<file path="src/rtl/dvga_sprite_overlay.sv">
// dvga_sprite_overlay: overlays one 2bpp hardware sprite (3-colour palette, index 0 transparent)
// on the RGB stream. All outputs are delayed by two pixel clocks.
`default_nettype none

module dvga_sprite_overlay #(
  parameter int SPR_W    = 32,
  parameter int SPR_H    = 32,
  parameter int CW       = 8,
  parameter int PW       = 11,
  parameter bit SYNC_POL = 1'b0,
  localparam int AW      = $clog2(SPR_W * SPR_H)
) (
  input  logic          clk,
  input  logic          rst,
  input  logic [CW-1:0] r_i,
  input  logic [CW-1:0] g_i,
  input  logic [CW-1:0] b_i,
  input  logic          hsync_i,
  input  logic          vsync_i,
  input  logic          blank_i,
  output logic [CW-1:0] r_o,
  output logic [CW-1:0] g_o,
  output logic [CW-1:0] b_o,
  output logic          hsync_o,
  output logic          vsync_o,
  output logic          blank_o,
  input  logic          cfg_en,
  input  logic [PW-1:0] cfg_x,
  input  logic [PW-1:0] cfg_y,
  input  logic          spr_we,
  input  logic [AW-1:0] spr_addr,
  input  logic [1:0]    spr_wdata,
  input  logic          pal_we,
  input  logic [1:0]    pal_sel,
  input  logic [3*CW-1:0] pal_data
);

  localparam int XW = $clog2(SPR_W);
  localparam int YW = $clog2(SPR_H);
  localparam logic [PW:0] W_LIM = (PW+1)'(SPR_W);
  localparam logic [PW:0] H_LIM = (PW+1)'(SPR_H);

  logic [PW-1:0] x_cnt, y_cnt;
  logic          blank_q, vs_q;
  logic          act_en;
  logic [PW-1:0] pos_x, pos_y;
  logic          vs_act;

  assign vs_act = (vsync_i == SYNC_POL);

  // Pixel counters and shadowed sprite position
  always_ff @(posedge clk or posedge rst) begin
    if (rst) begin
      x_cnt   <= '0;
      y_cnt   <= '0;
      blank_q <= 1'b1;
      vs_q    <= 1'b0;
      act_en  <= 1'b0;
      pos_x   <= '0;
      pos_y   <= '0;
    end else begin
      blank_q <= blank_i;
      vs_q    <= vs_act;
      x_cnt   <= blank_i ? '0 : x_cnt + 1'b1;
      if (vs_act)
        y_cnt <= '0;
      else if (blank_i && !blank_q)
        y_cnt <= y_cnt + 1'b1;
      if (vs_act && !vs_q) begin
        act_en <= cfg_en;
        pos_x  <= cfg_x;
        pos_y  <= cfg_y;
      end
    end
  end

  // Stage 0: hit test and bitmap address
  logic [PW:0]   dx, dy;
  logic          hit;
  logic [AW-1:0] rd_addr;

  always_comb begin
    dx      = {1'b0, x_cnt} - {1'b0, pos_x};
    dy      = {1'b0, y_cnt} - {1'b0, pos_y};
    hit     = act_en & ~blank_i & (x_cnt >= pos_x) & (dx < W_LIM)
                               & (y_cnt >= pos_y) & (dy < H_LIM);
    rd_addr = {dy[YW-1:0], dx[XW-1:0]};
  end

  logic [1:0] mem [SPR_W*SPR_H];
  logic [1:0] idx_d;

  // Read-before-write: a same-address read returns the old contents
  always_ff @(posedge clk) begin
    if (spr_we)
      mem[spr_addr] <= spr_wdata;
    idx_d <= mem[rd_addr];
  end

  logic            hit_d;
  logic [3*CW-1:0] rgb_d1;
  logic            hs_d1, vs_d1, bl_d1;
  logic [3*CW-1:0] pal1, pal2, pal3;

  always_ff @(posedge clk or posedge rst) begin
    if (rst) begin
      hit_d  <= 1'b0;
      rgb_d1 <= '0;
      hs_d1  <= ~SYNC_POL;
      vs_d1  <= ~SYNC_POL;
      bl_d1  <= 1'b1;
      pal1   <= '0;
      pal2   <= '0;
      pal3   <= '0;
    end else begin
      hit_d  <= hit;
      rgb_d1 <= {r_i, g_i, b_i};
      hs_d1  <= hsync_i;
      vs_d1  <= vsync_i;
      bl_d1  <= blank_i;
      if (pal_we) begin
        case (pal_sel)
          2'd1:    pal1 <= pal_data;
          2'd2:    pal2 <= pal_data;
          2'd3:    pal3 <= pal_data;
          default: ;
        endcase
      end
    end
  end

  // Stage 1: colour select
  logic [3*CW-1:0] spr_col;
  logic            use_spr;

  always_comb begin
    spr_col = '0;
    case (idx_d)
      2'd1:    spr_col = pal1;
      2'd2:    spr_col = pal2;
      2'd3:    spr_col = pal3;
      default: spr_col = '0;
    endcase
    use_spr = hit_d && (idx_d != 2'd0);
  end

  always_ff @(posedge clk or posedge rst) begin
    if (rst) begin
      r_o     <= '0;
      g_o     <= '0;
      b_o     <= '0;
      hsync_o <= ~SYNC_POL;
      vsync_o <= ~SYNC_POL;
      blank_o <= 1'b1;
    end else begin
      {r_o, g_o, b_o} <= use_spr ? spr_col : rgb_d1;
      hsync_o <= hs_d1;
      vsync_o <= vs_d1;
      blank_o <= bl_d1;
    end
  end

endmodule

`default_nettype wire

</file>
<file path="config.mk">
export PLATFORM = sky130hd
export DESIGN_NAME = dvga_sprite_overlay
export DESIGN_NICKNAME = d
export VERILOG_FILES = /design/src/rtl/dvga_sprite_overlay.sv
export SDC_FILE = /design/constraint.sdc
export NUM_CORES = 2
export LEC_CHECK = 0
export ABC_CLOCK_PERIOD_IN_PS = 7900
export BUFFER_PORTS_ARGS = -buffer_cell sky130_fd_sc_hd__buf_2
export CORE_MARGIN = 1
export CORE_UTILIZATION = 40
export CTS_CLUSTER_SIZE = 10
export DETAILED_ROUTE_END_ITERATION = 7
export GPL_TIMING_DRIVEN = 1
export PLACE_DENSITY_LB_ADDON = 0.12
export SLEW_MARGIN = 40
export SYNTH_ARGS = -nofsm -noshare
export SYNTH_HDL_FRONTEND = slang
export SYNTH_SLANG_ARGS = --single-unit
</file>
<file path="constraint.sdc">
create_clock -name clk -period 7.9 [get_ports clk]
set_input_delay 0.395 -clock clk [delete_from_list [all_inputs] [get_ports clk]]
set_output_delay 0.395 -clock clk [all_outputs]
set_load 0.1 [all_outputs]
</file>
-- After elaboration in Yosys (flattened, before gate mapping)
Memories as Yosys holds them, arrays and structs flattened. A register that Yosys moved wholly into a read port is not among the register bits.
Index checks and enable logic that the tools add are counted.
- bits in registers: 173
- memory bits (writable): 2048
- input port bits: 92
- output and inout port bits: 27
- logic and storage cells: 59
- memories kept: 1
- $add $sub $neg: 4
- order comparisons: 4
- equality and inequality tests: 7
- multiplexer cells: 7
- bitwise gates (word level): 7
- reductions and logical operators: 9
- memory list (memory ; depth ; bits a word ; read ports ; clocked after Yosys merged registers in ; wr ports ; RTL line ; RTL):
    mem ; 1024 ; 2 ; 1 ; 1 ; 1 ; 90 ; logic [1:0] mem [SPR_W*SPR_H];
- operators with widths (cell ; number):
    case mux 24 bit (3 select lines) ; 1
    two-way mux 11 bit ; 3
    < comparator 12 x 6 -> 1 bit, second input constant ; 2
    two-way mux 24 bit ; 1
    subtractor 11 x 11 -> 12 bit ; 2
    adder 11 x 1 -> 11 bit, second input constant ; 2
    >= comparator 11 bit ; 2
    == test 2 bit, second input constant ; 4
    AND reduction 2 bit ; 3
    AND 1 bit ; 5
    == test 2 x 1 -> 1 bit, second input constant ; 2
    logical AND 1 bit ; 3
    zero test 1 bit ; 2
    two-way mux 1 bit ; 2
    != test 2 x 1 -> 1 bit, second input constant ; 1
    inverter 1 bit ; 2
    nonzero test 2 bit ; 1

-- Logic depth before layout (Yosys ltp)
- depth in word-level cells: 6
- depth in mapped cells: 15

-- Least setup slack after synthesis
OpenSTA, ideal clock, no wires.
- path type: register -> register
- from: register x_cnt[0]
- to: register idx_d[0] (read register of mem)
- arrival time: 3.149 ns
- data required time: 7.773 ns
- slack: 4.624 ns
- stages on the path, launching flop included: 15
- cell sequence: dfrtp_1 -> inv_1 -> ha_1 -> fa_1 -> buf_4 -> buf_2 -> clkbuf_1 -> mux4_2 -> a2111oi_0 -> a31oi_1 -> a32o_1 -> a221oi_2 -> a31oi_1 -> nor2_1 -> nand4_1
- longest elaborated chain between the ends: 1
- ends and longest elaborated chain (element ; RTL line ; RTL):
    start: declaration ; 43 ; logic [PW-1:0] x_cnt, y_cnt;
    start signal: assignment ; 64 ; x_cnt <= blank_i ? '0 : x_cnt + 1'b1;
    subtractor 11 x 11 -> 12 bit ; 83 ; dx = {1'b0, x_cnt} - {1'b0, pos_x};
    end: declaration ; 91 ; logic [1:0] idx_d;
Every way passes these cells.
A chain may end at the register's enable or synchronous reset.

-- Final worst setup path
Ends and elaborated chain as after synthesis.

==> results by group <==
STA
  – Fin. Hold Viols: 0
  – Least-Margin Pin Slew: 921 ps
  – Fin crit share: 66.4%
  – Final Slew Violations: 0
  – F_max: 190 MHz
  – Slew margin rel.: 37.8%
  – Unrepaired setup endpoints after global routing: no
  – Tmin final: 5250 ps
  – Clock Skews: 34.6 ps
  – Total negative slack: 0 ps
  – Setup violations, final: 0

Yosys
  – Cell variety after synth: 62
  – Fraction of registers with async set/reset: 7.78%
  – Top cells by area, synth: edfxtp_1, mux4_2, dfrtp_1
  – Synth area leader: edfxtp_1
  – Warnings, synthesis: 0
  – Avg Inst Size Synth: 16.3 sq um
  – Top_reg_cell synth: edfxtp_1
  – Post-Synthesis Net Count: 5723
  – Mapped Cells: 5605
  – Register area share after synthesis: 72.0%
  – Synthesis-stage register bit count: 2223
  – Post-synth EDFFs: 2048
  – Synthesized area: 91500 sq um
  – Post-synth top area share: 67.2%

Drt
  – DRT iter0 DRCs: 5147
  – Drt drc: 0
  – DRT Pass-1 Iters: 6
  – M1 wire length: 111000 um
  – Top layer used by detailed routing: met5
  – Vias: 50744
  – Post-route antenna net violation count: 0
  – Final WL: 261000 um
  – DR WL met2: 130000 um
  – Avg WL per Cell: 29.3 um
  – Via density: 5.70
  – Met3 wire length: 15400 um

Critical path
  – CP Max Fanout: 76
  – Kind of critical path: flop to flop
  – Startpoint Class: flop
  – Critical path endpoint category: flop
  – Critical path required time: 8670 ps
  – Crit path DAT: 6020 ps
  – R2R Setup Slk: 2650 ps

Floorplanning
  – Die ar.: 231000 sq um
  – Initial core utilization: 40.3%
  – Chip Height: 480 um
  – Chip width: 480 um
  – Io pins: 119
  – Core area: 227000 sq um
  – Rows: 175

Final layout
  – Area delta synth->final: 14.1%
  – Filler Cell Count: 19719
  – Share of cells above drive strength 1: 21.4%
  – Nets: 5931
  – Reg area: 65900 sq um
  – Finished Layout Cells: 8904
  – Post-route cell area: 104000 sq um
  – Area of the multi-input gates: 24000 sq um

GRT
  – Initial antenna violation count: 16
  – Largest net degree at the start of global routing: 198
  – Vias in the first global route: 53658
  – First-pass GRT wire length: 376000 um
  – Global-route usage over all layers: 22.7%
  – Gr ovfl total: 0

Placed design
  – Placed cell area: 95900 sq um
  – Gp weighted congestion: 0.796
  – # port buffers: 118
  – HPWL Detailed: 142000 um
  – Cell count after placement: 8453

CTS
  – CTS max path bufs: 4
  – Worst skew pair latency: 940 ps
  – CTS sink cnt: 2223
  – Clk slew on worst S/H paths: 60 ps
  – H-tree lvl count: 5
  – CTS tree: built
  – Root Driver: clkbuf_16
  – # resized after CTS: 0
  – CTS Buf Count: 279

Outcome
  – Status: finished clean

Power and ir drop
  – Design Power: 29.6 mW
  – Leakage power: 33.1 nW
  – Pwr per Cell Area: 284 nW/um^2
  – Peak VDD IR: 0.251 mV

Hold path
  – Worst hold path type: primary input to flop

Job
  – Max-cap violations: 0
==> worst paths after layout <==
kind,startpoint,to,depth (start not counted)
max,x_cnt[0],idx_d[0],13
max reg2reg,x_cnt[0],idx_d[0],13
min in group asynchronous,rst,b_o[6],3
min,spr_addr[3],mem[799][0],3
max in group asynchronous,rst,pos_y[2],4
min reg2reg,vs_d1,vsync_o,0
==> metrics by stage <==
step	util, %	hold slack [ps]	setup WS [ps]
4_1_cts	45.8	4.88	2360
2_1_floorplan	-	345	2830
5_1_grt	45.9	72.9	2540
3_3_place_gp	42.1	346	2350
6_report	45.9	85.0	2650
3_5_place_dp	42.2	347	2370
==> worst max-delay path: stages, from the launching register on <==
cell,delay (ps)
dfrtp_1,390
inv_1,90
ha_4,170
fa_4,1030
buf_12,470
mux4_2,370
and2_1,170
a2111oi_0,600
a31oi_1,100
a32oi_1,410
a41oi_1,530
or4_1,560
nand2_1,80
nand4_1,100
==> per-layer routing <==
metal	vias up	global-route usage (%)
met3	352	3.74
li1	21737	-
met2	1524	38.3
met5	-	0
met1	27127	30.7
met4	4	5.58
==> power by group <==
group          internal [mW]  total [mW]  switching [mW]
combinational           2.09        5.48            3.39
clock                   6.53        11.1            4.56
sequential              13.0        13.1          0.0734
total                   21.6        29.6            8.03
==> cell families after synthesis <==
| logic type | count (synthesis) | synth area share (%) |
|---|---|---|
| compound gates | 264 | 1.89 |
| xor+xnor | 26 | 0.257 |
| fa+ha+maj | 26 | 0.372 |
| buf+inv | 469 | 2.38 |
| flops | 2223 | 72.0 |
| mux | 653 | 14.3 |
| simple gates | 1944 | 8.81 |
==> layout make-up <==
type                            count  area share [%]
Timing Repair Buffer              357            2.96
Clock inverter                     19           0.120
Antenna cell                        2         0.00479
Clock buffer                      342            7.10
Inverter                           39           0.147
Sequential cell                  2223            63.1
Tap cell                         3009            3.61
Multi-Input combinational cell   2913            23.0
==> synthesized netlist by cell type (8+ instances only) <==
cell,count
a211o_1,8
a211oi_1,24
a21oi_1,40
a31oi_1,48
a32o_1,10
a32oi_1,12
a41oi_1,9
and3_1,57
buf_1,65
buf_2,50
buf_4,43
buf_6,24
clkbuf_1,247
dfrtp_1,167
edfxtp_1,2048
ha_1,24
inv_1,39
mux2_2,100
mux2i_1,41
mux4_2,512
nand2_1,517
nand3_1,147
nand3b_1,25
nand4_1,52
nor2_1,1071
nor2b_1,9
nor3_1,17
nor4_1,9
o21ai_0,59
o22ai_1,29
xnor2_1,10
xor2_1,15
==> layout by cell type, fill, tap and decap left out, drive strengths merged, types with 8 or more instances in the layout <==
cell         instances
edfxtp            2048
ha                  24
nor2b                9
mux4               512
xor2                16
nand3              147
nor4                 9
clkinv              13
a211o                8
a21oi               41
and3                57
a32oi               12
dfrtp              167
a32o                10
nand2              517
o21ai               59
clkbuf             342
a41oi                9
dlygate4sd3         81
nor2              1074
mux2               100
xnor2               10
nand3b              25
inv                 44
nor3                18
a211oi              24
buf                276
mux2i               41
nand4               52
o22ai               29
a31oi               48
==> timing repair <==
action	in CTS	in global routing
endpoints found under the hold margin	312	53
hold buffers	80	1
buffers inserted	0	0
==> registers in the layout, indices dropped and copies added, names as in the netlist, 2 cells and up <==
signal	count
y_cnt	11
b_o	8
pal2	24
pos_y	11
idx_d	2
pos_x	11
rgb_d1	24
mem	2048
pal1	24
g_o	8
x_cnt	11
r_o	8
pal3	24
No activity file was read; power rests on OpenSTA's default activity.
